**config.mk**
```make
export PLATFORM = sky130hd
export DESIGN_NAME = evo_spi_arb_flat
export DESIGN_NICKNAME = d
export VERILOG_FILES = /design/src/rtl/evo_bsp_pkg.sv /design/src/rtl/evo_spi_arb_if.sv /design/src/rtl/evo_rr_pick.sv /design/src/rtl/evo_spi_arb.sv /design/src/flat_wrapper.sv
export SDC_FILE = /design/constraint.sdc
export NUM_CORES = 1
export LEC_CHECK = 0
export CELL_PAD_IN_SITES_DETAIL_PLACEMENT = 2
export CELL_PAD_IN_SITES_GLOBAL_PLACEMENT = 2
export CORE_AREA = 2 2 72 74
export CTS_CLUSTER_DIAMETER = 40
export DETAILED_ROUTE_END_ITERATION = 8
export DIE_AREA = 0 0 74 76
export PLACE_DENSITY_LB_ADDON = 0.25
export SLEW_MARGIN = 0
export SYNTH_ARGS = -nofsm -noshare
export SYNTH_HDL_FRONTEND = slang
export SYNTH_HIERARCHICAL = 1
export SYNTH_SLANG_ARGS = --single-unit
```
**constraint.sdc**
```tcl
create_clock -name clk -period 2.4 [get_ports clk]
set_input_delay 0.48 -clock clk [delete_from_list [all_inputs] [get_ports clk]]
set_output_delay 0.48 -clock clk [all_outputs]
set_load 0.05 [all_outputs]
```
**src/rtl/evo_bsp_pkg.sv**
```systemverilog
// Shared types and default constants for the SPI pass-through arbiter.
package evo_bsp_pkg;

  typedef enum logic [1:0] {
    StIdle,
    StOwn,
    StGap
  } arb_state_e;

  localparam int unsigned DefGapCyc  = 2;
  localparam int unsigned DefHoldMax = 0;
  localparam int unsigned GapW       = 4;
  localparam int unsigned HoldW      = 16;

endpackage

```
**src/rtl/evo_spi_arb_if.sv**
```systemverilog
// Requester-side and pin-side signals of the shared SPI bus.
interface evo_spi_arb_if #(
  parameter int unsigned NUM_REQ = 4
);

  logic [NUM_REQ-1:0] req_i;
  logic [NUM_REQ-1:0] req_sck_i;
  logic [NUM_REQ-1:0] req_mosi_i;
  logic [NUM_REQ-1:0] req_oe_i;
  logic               spi_miso_i;
  logic [NUM_REQ-1:0] grant_o;
  logic               spi_sck_o;
  logic               spi_mosi_o;
  logic               spi_oe_o;
  logic [NUM_REQ-1:0] req_miso_o;
  logic               busy_o;
  logic               timeout_o;

  // Requesters and the pin side.
  modport master (
    output req_i, req_sck_i, req_mosi_i, req_oe_i, spi_miso_i,
    input  grant_o, spi_sck_o, spi_mosi_o, spi_oe_o, req_miso_o, busy_o, timeout_o
  );

  // The arbiter.
  modport slave (
    input  req_i, req_sck_i, req_mosi_i, req_oe_i, spi_miso_i,
    output grant_o, spi_sck_o, spi_mosi_o, spi_oe_o, req_miso_o, busy_o, timeout_o
  );

endinterface

```
**src/rtl/evo_rr_pick.sv**
```systemverilog
// Combinational round-robin pick: first eligible index at or after last_owner+1.
module evo_rr_pick #(
  parameter int unsigned NUM_REQ = 4,
  localparam int unsigned IdxW = (NUM_REQ > 1) ? $clog2(NUM_REQ) : 1
) (
  input  logic [NUM_REQ-1:0] eligible_i,
  input  logic [IdxW-1:0]    last_owner_i,
  output logic [NUM_REQ-1:0] pick_o,
  output logic               valid_o
);

  logic [IdxW-1:0] idx;

  // Scan from the requester after the last owner, wrapping once around.
  always_comb begin
    pick_o  = '0;
    valid_o = 1'b0;
    idx     = '0;
    for (int unsigned i = 1; i <= NUM_REQ; i++) begin
      idx = IdxW'((32'(last_owner_i) + i) % NUM_REQ);
      if (!valid_o && eligible_i[idx]) begin
        pick_o[idx] = 1'b1;
        valid_o     = 1'b1;
      end
    end
  end

endmodule

```
**src/rtl/evo_spi_arb.sv**
```systemverilog
// Arbiter granting one requester at a time onto the pass-through SPI pins.
module evo_spi_arb
  import evo_bsp_pkg::*;
#(
  parameter int unsigned NUM_REQ  = 4,
  parameter int unsigned GAP_CYC  = DefGapCyc,
  parameter int unsigned HOLD_MAX = DefHoldMax
) (
  input logic         clk,
  input logic         reset,
  evo_spi_arb_if.slave bus
);

  localparam int unsigned IdxW = (NUM_REQ > 1) ? $clog2(NUM_REQ) : 1;

  arb_state_e         state_q, state_d;
  logic [NUM_REQ-1:0] grant_q, grant_d;
  logic [NUM_REQ-1:0] mask_q, mask_d;
  logic [IdxW-1:0]    last_owner_q, last_owner_d;
  logic [HoldW-1:0]   hold_q, hold_d;
  logic [GapW-1:0]    gap_q, gap_d;
  logic               timeout_q, timeout_d;

  logic [NUM_REQ-1:0] pick;
  logic               pick_valid;
  logic [IdxW-1:0]    owner_idx;
  logic               owner_req;

  evo_rr_pick #(
    .NUM_REQ (NUM_REQ)
  ) u_pick (
    .eligible_i   (bus.req_i & ~mask_q),
    .last_owner_i (last_owner_q),
    .pick_o       (pick),
    .valid_o      (pick_valid)
  );

  // Decode the one-hot grant into an owner index.
  always_comb begin
    owner_idx = '0;
    for (int unsigned i = 0; i < NUM_REQ; i++) begin
      if (grant_q[i]) begin
        owner_idx = IdxW'(i);
      end
    end
  end

  assign owner_req = |(grant_q & bus.req_i);

  // Next-state logic for ownership, hold timeout and inter-owner gap.
  always_comb begin
    state_d      = state_q;
    grant_d      = grant_q;
    last_owner_d = last_owner_q;
    hold_d       = hold_q;
    gap_d        = gap_q;
    timeout_d    = 1'b0;
    // A revoked requester becomes eligible again once its request is seen low.
    mask_d       = mask_q & bus.req_i;
    case (state_q)
      StIdle: begin
        if (pick_valid) begin
          grant_d = pick;
          hold_d  = HoldW'(1);
          state_d = StOwn;
        end
      end
      StOwn: begin
        if (!owner_req) begin
          grant_d      = '0;
          last_owner_d = owner_idx;
          hold_d       = '0;
          gap_d        = '0;
          state_d      = StGap;
        end else if (HOLD_MAX != 0 && hold_q == HoldW'(HOLD_MAX)) begin
          grant_d      = '0;
          last_owner_d = owner_idx;
          hold_d       = '0;
          gap_d        = '0;
          timeout_d    = 1'b1;
          mask_d       = mask_d | grant_q;
          state_d      = StGap;
        end else if (HOLD_MAX != 0) begin
          hold_d = hold_q + HoldW'(1);
        end
      end
      StGap: begin
        // GAP always lasts at least one cycle, so GAP_CYC=0 behaves like a single cycle.
        if (32'(gap_q) + 32'd1 >= GAP_CYC) begin
          gap_d   = '0;
          state_d = StIdle;
        end else begin
          gap_d = gap_q + GapW'(1);
        end
      end
      default: begin
        grant_d = '0;
        state_d = StIdle;
      end
    endcase
  end

  // State registers with asynchronous reset.
  always_ff @(posedge clk or posedge reset) begin
    if (reset) begin
      state_q      <= StIdle;
      grant_q      <= '0;
      mask_q       <= '0;
      last_owner_q <= IdxW'(NUM_REQ - 1);
      hold_q       <= '0;
      gap_q        <= '0;
      timeout_q    <= 1'b0;
    end else begin
      state_q      <= state_d;
      grant_q      <= grant_d;
      mask_q       <= mask_d;
      last_owner_q <= last_owner_d;
      hold_q       <= hold_d;
      gap_q        <= gap_d;
      timeout_q    <= timeout_d;
    end
  end

  // Pin mux straight from the registered one-hot grant; zero when nobody owns the bus.
  assign bus.grant_o    = grant_q;
  assign bus.spi_sck_o  = |(grant_q & bus.req_sck_i);
  assign bus.spi_mosi_o = |(grant_q & bus.req_mosi_i);
  assign bus.spi_oe_o   = |(grant_q & bus.req_oe_i);
  assign bus.req_miso_o = grant_q & {NUM_REQ{bus.spi_miso_i}};
  assign bus.busy_o     = (state_q != StIdle);
  assign bus.timeout_o  = timeout_q;

  a_grant_onehot: assert property (@(posedge clk) disable iff (reset) $onehot0(grant_q));

endmodule

```
**src/flat_wrapper.sv**
```systemverilog
// flat-port wrapper written by rule: the top's interface ports become plain ports
module evo_spi_arb_flat import evo_bsp_pkg::*;
#(
  parameter int unsigned NUM_REQ  = 4,
  parameter int unsigned GAP_CYC  = DefGapCyc,
  parameter int unsigned HOLD_MAX = DefHoldMax
)
  (clk, reset, bus_req_i, bus_req_sck_i, bus_req_mosi_i, bus_req_oe_i, bus_spi_miso_i, bus_grant_o, bus_spi_sck_o, bus_spi_mosi_o, bus_spi_oe_o, bus_req_miso_o, bus_busy_o, bus_timeout_o);
  evo_spi_arb_if #(.NUM_REQ(NUM_REQ)) bus_i ();
  input logic clk;
  input logic reset;
  input wire logic [$bits(bus_i.req_i)-1:0] bus_req_i;
  input wire logic [$bits(bus_i.req_sck_i)-1:0] bus_req_sck_i;
  input wire logic [$bits(bus_i.req_mosi_i)-1:0] bus_req_mosi_i;
  input wire logic [$bits(bus_i.req_oe_i)-1:0] bus_req_oe_i;
  input wire logic [$bits(bus_i.spi_miso_i)-1:0] bus_spi_miso_i;
  output wire logic [$bits(bus_i.grant_o)-1:0] bus_grant_o;
  output wire logic [$bits(bus_i.spi_sck_o)-1:0] bus_spi_sck_o;
  output wire logic [$bits(bus_i.spi_mosi_o)-1:0] bus_spi_mosi_o;
  output wire logic [$bits(bus_i.spi_oe_o)-1:0] bus_spi_oe_o;
  output wire logic [$bits(bus_i.req_miso_o)-1:0] bus_req_miso_o;
  output wire logic [$bits(bus_i.busy_o)-1:0] bus_busy_o;
  output wire logic [$bits(bus_i.timeout_o)-1:0] bus_timeout_o;
  assign bus_i.req_i = bus_req_i;
  assign bus_i.req_sck_i = bus_req_sck_i;
  assign bus_i.req_mosi_i = bus_req_mosi_i;
  assign bus_i.req_oe_i = bus_req_oe_i;
  assign bus_i.spi_miso_i = bus_spi_miso_i;
  assign bus_grant_o = bus_i.grant_o;
  assign bus_spi_sck_o = bus_i.spi_sck_o;
  assign bus_spi_mosi_o = bus_i.spi_mosi_o;
  assign bus_spi_oe_o = bus_i.spi_oe_o;
  assign bus_req_miso_o = bus_i.req_miso_o;
  assign bus_busy_o = bus_i.busy_o;
  assign bus_timeout_o = bus_i.timeout_o;
  evo_spi_arb #(.NUM_REQ(NUM_REQ), .GAP_CYC(GAP_CYC), .HOLD_MAX(HOLD_MAX)) u_core (.clk(clk), .reset(reset), .bus(bus_i));
endmodule
```
# Word-level counts from Yosys, hierarchy flattened
# Index checks and enable logic that the tools add are counted.
# Widths: inputs -> output; s select.
dict set report totals {
  wordCells 95
  latchBits 0
  in_bits 19
  reg_bits 16
  ram_bits 0
  mem_bits_ro 0
  out_inout_bits 13
  mem_count 0
}
dict set report op_classes {
  multipliers 0
  add_sub_neg 6
  bitwise 13
  n_eq_ne 5
  n_mux 36
  shifts 0
  magnitude_cmp 9
  div 0
  reduce_logical 21
}
# operator count
set op_table {}
lappend op_table {{$ge 32x2->1 const B} 1}
lappend op_table {{$and 4x4->4} 7}
lappend op_table {{$mux 4} 7}
lappend op_table {{$reduce_or 4->1} 4}
lappend op_table {{$mux 1} 13}
lappend op_table {{$lt 2x3->1 const B} 4}
lappend op_table {{$or 4x4->4} 3}
lappend op_table {{$pmux 4 s3} 1}
lappend op_table {{$mux 2} 5}
lappend op_table {{$bmux 1 s2} 4}
lappend op_table {{$demux 1 s2} 4}
lappend op_table {{$ge 2x1->1 const B} 4}
lappend op_table {{$pmux 4 s2} 1}
lappend op_table {{$logic_and 1x1->1} 7}
lappend op_table {{$pmux 2 s3} 1}
lappend op_table {{$reduce_and 3->1} 2}
lappend op_table {{$add 4x1->5 const B} 1}
lappend op_table {{$add 2x1->2 const B} 2}
lappend op_table {{$add 2x2->2 const B} 2}
lappend op_table {{$add 4x1->4 const B} 1}
lappend op_table {{$ne 2x1->1 const B} 2}
lappend op_table {{$not 4->4} 1}
lappend op_table {{$reduce_and 2->1} 2}
lappend op_table {{$reduce_bool 2->1} 2}
lappend op_table {{other kinds (6)} 9}

# Depth between registers and ports, before layout
dict set report logic_depth {
  ltp_word 16
  ltp_mapped 9
  ltp_nobuf 8
}

# Modules after synthesis
# Netlist, hierarchy kept.
# module cells_each area_per_inst_um2 seq_area_each_um2 n_inst
set modules_own_cells {}
lappend modules_own_cells {evo_spi_arb 84 864.6 402.9 1}
lappend modules_own_cells {evo_rr_pick 48 415.4 0.0 1}

# Worst setup path after synthesis
# Ideal clock, no wire load.
dict set report synth_path {
  kind {register to register}
  start {register u_core.last_owner_q[1]}
  end {register u_core.grant_q[1] (netlist: u_core/bus.grant_o[1])}
  synth_period_minus_slack_ns 2.285
  n_path_buf 1
  path_stages_with_launch 10
  setup_slack_ns 0.115
  t_required_ns 2.270
  arrival_time_ns 2.156
  path_cell_list {dfstp_2 > buf_6 > inv_1 > ha_1 > mux2_2 > nand4_1 > o21ai_0 > a221o_1 > mux2i_1 > a21oi_1}
}
dict set report synth_via {
  elab_chain_len 15
  elab_cells_between_ends 53
}
# element line_no
set synth_lines {}
lappend synth_lines {{from (decl)} evo_spi_arb.sv:19} ;# logic [IdxW-1:0] last_owner_q, last_owner_d;
lappend synth_lines {{from (signal assigned)} evo_spi_arb.sv:109} ;# last_owner_q <= IdxW'(NUM_REQ - 1);
lappend synth_lines {{from (signal assigned)} evo_spi_arb.sv:117} ;# last_owner_q <= last_owner_d;
lappend synth_lines {{branches (longest 12 deep; another with $lt 2x3->1)} -}
lappend synth_lines {{$mux 4 (*)} evo_rr_pick.sv:21} ;# if (!valid_o && eligible_i[idx]) begin
lappend synth_lines {{net u_core.pick[1]} evo_spi_arb.sv:24} ;# logic [NUM_REQ-1:0] pick;
lappend synth_lines {{$mux 4 (*)} evo_spi_arb.sv:62} ;# if (pick_valid) begin
lappend synth_lines {{$pmux 4 s3 (*)} evo_spi_arb.sv:60} ;# case (state_q)
lappend synth_lines {{to (signal assigned)} evo_spi_arb.sv:115} ;# grant_q <= grant_d;
lappend synth_lines {{to (decl)} evo_spi_arb.sv:17} ;# logic [NUM_REQ-1:0] grant_q, grant_d;
# Mark *: on every way through the listed nets, which the timed path passes. The select of a mux whose other input is x is not followed.
# A chain may end at the register's enable or synchronous reset.

# Worst setup path in the final report
dict set report layout_path {
  start {input port bus_req_i[1]}
  end {register u_core.grant_q[0] (netlist: u_core/bus.grant_o[0])}
}
dict set report layout_via {
  elab_chain_len 15
  elab_cells_between_ends 33
}
# element line_no
set layout_lines {}
lappend layout_lines {{from (decl)} flat_wrapper.sv:12} ;# input wire logic [$bits(bus_i.req_i)-1:0] bus_req_i;
lappend layout_lines {{$and 4x4->4 (*)} evo_spi_arb.sv:32} ;# .eligible_i (bus.req_i & ~mask_q),
lappend layout_lines {{$bmux 1 s2} evo_rr_pick.sv:21}
lappend layout_lines {{$mux 1 (not written as such)} evo_rr_pick.sv:21}
lappend layout_lines {{$mux 1} evo_rr_pick.sv:21}
lappend layout_lines {{$logic_not 1->1} evo_rr_pick.sv:21}
lappend layout_lines {{$logic_and 1x1->1} evo_rr_pick.sv:21}
lappend layout_lines {{$mux 1} evo_rr_pick.sv:21}
lappend layout_lines {{$logic_not 1->1} evo_rr_pick.sv:21}
lappend layout_lines {{$logic_and 1x1->1} evo_rr_pick.sv:21}
lappend layout_lines {{$mux 1} evo_rr_pick.sv:21}
lappend layout_lines {{$logic_not 1->1} evo_rr_pick.sv:21}
lappend layout_lines {{$logic_and 1x1->1} evo_rr_pick.sv:21}
lappend layout_lines {{$mux 4 (*)} evo_rr_pick.sv:21}
lappend layout_lines {{net u_core.pick[0]} evo_spi_arb.sv:24}
lappend layout_lines {{$mux 4 (*)} evo_spi_arb.sv:62}
lappend layout_lines {{$pmux 4 s3 (*)} evo_spi_arb.sv:60}
# The timed path passes the listed nets; every way through them passes the cells marked *. The select of a mux whose other input is x is not followed.

==> results.txt <==
* Most used flip-flop cell after synthesis: sky130_fd_sc_hd__dfrtp_1
- TritonCTS Buffers: 3
- PD cells: just over 1000 mW/mm^2
* Final standard cell utilization of the core: 0.387
- Number of hold buffers added after cts: 0
- Clock Skews: 0.00136 ns
- Slowest Stage Delay on Critical Path: approximately 0.53 ns
* Post-DP HPWL: 3110 um
- Fraction of the yosys area taken by sequential cells: 0.315
* Area added between synthesis and finish: 48.7%
- The critical path runs through a total of 9 cells.
- On the critical path, the stage with the largest delay is an instance of sky130_fd_sc_hd__mux4_2.
- Number of antenna violations at the first check in global routing: 0
* Final routed wirelength across all metal layers: around 3800 um
- When the netlist entered floorplanning its net count stood at 161.
- Sort of element at the start of the critical path: input pin
- The initial utilization of the core area, before any placement, comes to 0.261.
- Width of the die: 74 um
* Count of H-tree levels built during CTS: 1
- The max-slew violation total from the final report is 0.
* Maximum vdd drop: just under 0.0003 V
* Worst path top cell family by delay: multiplexers
- sky130_fd_sc_hd__dfrtp_1 takes more of the synthesized area than any other cell.
- # setup viols final: 0
- During I/O placement, the number of pins put on the boundary was 32.
- The number of global-route vias before repair was 1266.
- Dividing the final minimum period by the clock period gives 0.955.
* Top post-synthesis cells by count: sky130_fd_sc_hd__dfrtp_1, sky130_fd_sc_hd__mux2i_1, sky130_fd_sc_hd__inv_1
* First-pass GRT wire length: approximately 6400 um
- Fraction of final layout cells sized beyond drive strength 1: 0.264
- Final instance count without filler cells: about 250
- The portion of synthesized area spent on multiplexers is 0.148.
* Unrepaired setup endpoints after global routing: no
- Number of hold violations in the final report: 0
- Measured against its own limit, the worst slew margin works out to 0.586.
- Number of buffer cells added on primary ports: 30
- Distinct cells, synth: 43
- TritonCTS built the clock tree.
- Remaining routing DRC violations: 0
- The tree is rooted in a sky130_fd_sc_hd__clkbuf_8.
- After layout, the worst setup slack is ~0.11 ns.
* Buffers and inverters on the worst path: 2
- The routed layout has 1161 vias.
* Instance count of the mapped netlist: around 130
- Number of violations of the max-capacitance limit: 0
- The most numerous cell type found on the critical path is sky130_fd_sc_hd__mux2i_1.
* Run status: finished clean
- Max FO, Critical Path: 4
- The first routing iteration left 42 violations.
- After synthesis, the share of flip-flops with an asynchronous set or reset is 1.00.
* Number of storage elements in the synthesis netlist: 16
- The net count of the finished layout is about 210.
* Antenna violation net count after detailed routing: 0
- Post-detailed-route via-to-cell ratio: roughly 4.7
- Sum of overflow across all layers after global routing: 0
* Worst reg2reg endpoint: u_core/bus.grant_o[0]
- At the end of routability-driven placement, the weighted congestion stood at around 0.75.
* Mapped Area: between 0.001 and 0.0015 sq mm
* Area of the core region: roughly 0.005 sq mm
- In this run the core area contains 26 standard-cell rows.
- Following the worst setup path forward leads to its endpoint at u_core/bus.grant_o[0].
- Diode count: 0
- All-Layer GR Usage: 0.144
* Combinational family with the most area after synthesis: simple AND/OR/NAND/NOR gates
- Of the total synthesized cell area, the portion taken by XOR and XNOR cells is 0.00684.
* Leakage power of the design: about 0.00088 uW
* Synthesized-area fraction occupied by and/or/nand/nor cells: 0.206
- Worst setup EP type: register
- Cell count after placement: roughly 240
* R2R Path Start: u_core/last_owner_q[0]
- CP startpoint: bus_req_i[1]
- The share of the synthesized area in compound gates (AO/OA/AOI/OAI) was 0.154.
- Clock-pin slew was measured on the worst setup and hold paths at approximately 0.06 ns.
- Depth of the most critical reg-to-reg path: 9
- Die boundary height: between 70 and 80 um
- No sink is reached through more buffers than the 2 on the longest clock path.
- Post-Syn Area per Cell: approximately 9.7 sq um
- At the later pin of the worst-skew pair, clock insertion delay measures around 0.25 ns.
- Yosys printed 6 warnings.
* Iteration count of the initial detailed-routing pass: 4
- R2R Setup Slk: about 0.16 ns
* Highest clock rate: 436 MHz
- Critical path data arrival time: between 2 and 2.5 ns
* Final-layout setup total negative slack: 0 ns
- In the final routed layout, each cell accounts on average for roughly 15 um.
- Worst min-delay path category: reg -> reg
- The die covers roughly 0.0056 sq mm.
- For the pin with the worst max-slew slack, the measured transition is between 0.6 and 0.7 ns.
- Entering global routing, the biggest net connects 17 pins.
- Synthesized-area fraction occupied by adder cells: 0.0978
* Critical path start-end classification: in -> reg
- Number of synthesized flops with an enable pin: 0
* Required time of the worst setup path: around 2.5 ns
* Final total power: just under 2000 uW
- Portion of synthesized cell area occupied by the leading cell type: 0.274
- At the placement stage, the worst setup path has a slack of -0.260 ns.
- Final critical path time including I/O delays and setup: 2.29 ns
- In the post-synthesis netlist, the biggest area contributors are sky130_fd_sc_hd__dfrtp_1, sky130_fd_sc_hd__mux2i_1, sky130_fd_sc_hd__ha_1.
- Chain of cells forming the critical path: clkdlybuf4s50_1, nor2b_2, buf_4, mux4_2, nand2_1, mux2i_1, a221o_1, mux2i_1, a21oi_1
- The clock drives 16 sinks.
## what timing repair did
action / CTS / global route
gates resized for setup: 1 / 6
endpoints found under the setup margin: 1 / 4
buffers inserted: 0 / 0
## flip-flops by register name, indices dropped and copies added (netlist names)
name,flops
u_core/bus.grant_o,4
u_core/gap_q,4
u_core/last_owner_q,2
u_core/mask_q,4
u_core/state_q,2
## cells by family after synthesis
family	after synthesis
DFF	16
AOI/OAI and AO/OA	25
muxes	17
xor gates and xnor gates	1
adders and majority gates	10
other	1
and+or+nand+nor	44
buffers and inverters	18
## layout by cell type, fill, tap and decap left out, types with 6 or more instances in the layout
cell / Yosys / final
sky130_fd_sc_hd__clkdlybuf4s50_1: 0 / 23
sky130_fd_sc_hd__inv_1: 11 / 11
sky130_fd_sc_hd__and2_1: 7 / 7
sky130_fd_sc_hd__buf_12: 0 / 7
sky130_fd_sc_hd__ha_1: 10 / 9
sky130_fd_sc_hd__dfrtp_1: 14 / 14
sky130_fd_sc_hd__nand2_1: 8 / 8
sky130_fd_sc_hd__mux2i_1: 14 / 14
sky130_fd_sc_hd__buf_4: 1 / 18
sky130_fd_sc_hd__a22oi_1: 6 / 6
## layout make-up
type / count / area, sq um
Multi-Input combinational cell: 98 / 807
Fill cell: 524 / 3010
Inverter: 12 / 45.0
Tap cell: 70 / 87.6
Clock buffer: 4 / 55.1
Timing Repair Buffer: 48 / 505
Sequential cell: 16 / 403
## where the power goes
group	internal [uW]	leakage [uW]	switching [uW]
registers	332	0.000211	81.7
logic	592	0.000638	686
clock network	145	0.0000288	94.6
## through the flow
stage                     cell area (sq um)  hold slack (ns)
after floorplan                        1280            0.392
after global placement                 1830            0.476
after detailed placement               1830            0.481
after CTS                              1890            0.499
after global routing                   1900            0.540
final                                  1900            0.512
## how the worst min path moves through the flow
stage                           from               endpoint  slack (ns)  cells after the start
global route        u_core/mask_q[2]       u_core/mask_q[2]        0.54                      1
CTS                 u_core/mask_q[0]       u_core/mask_q[0]        0.50                      1
floorplan                      reset  u_core/bus.grant_o[0]        0.39                      1
detailed placement  u_core/mask_q[0]       u_core/mask_q[0]        0.48                      1
global placement    u_core/mask_q[1]       u_core/mask_q[1]        0.48                      1
finish              u_core/mask_q[2]       u_core/mask_q[2]        0.51                      1
## worst reg2reg max path: cells and delay by family, from the launching register on
family | cells | cell delay, ns
DFF | 1 | 0.54
muxes | 2 | 0.47
AOI/OAI and AO/OA | 3 | 0.47
adders and majority gates | 1 | 0.31
buffers and inverters | 2 | 0.24
and+or+nand+nor | 1 | 0.08
## layer usage
metal	vias up	GRT usage	share of wire
li1	558	-	-
met1	584	0.179	0.42
met2	17	0.260	0.54
met3	2	0.0172	0.028
met4	0	0.0327	0.0021
met5	-	0	0
(Power assumes the default switching activity.)
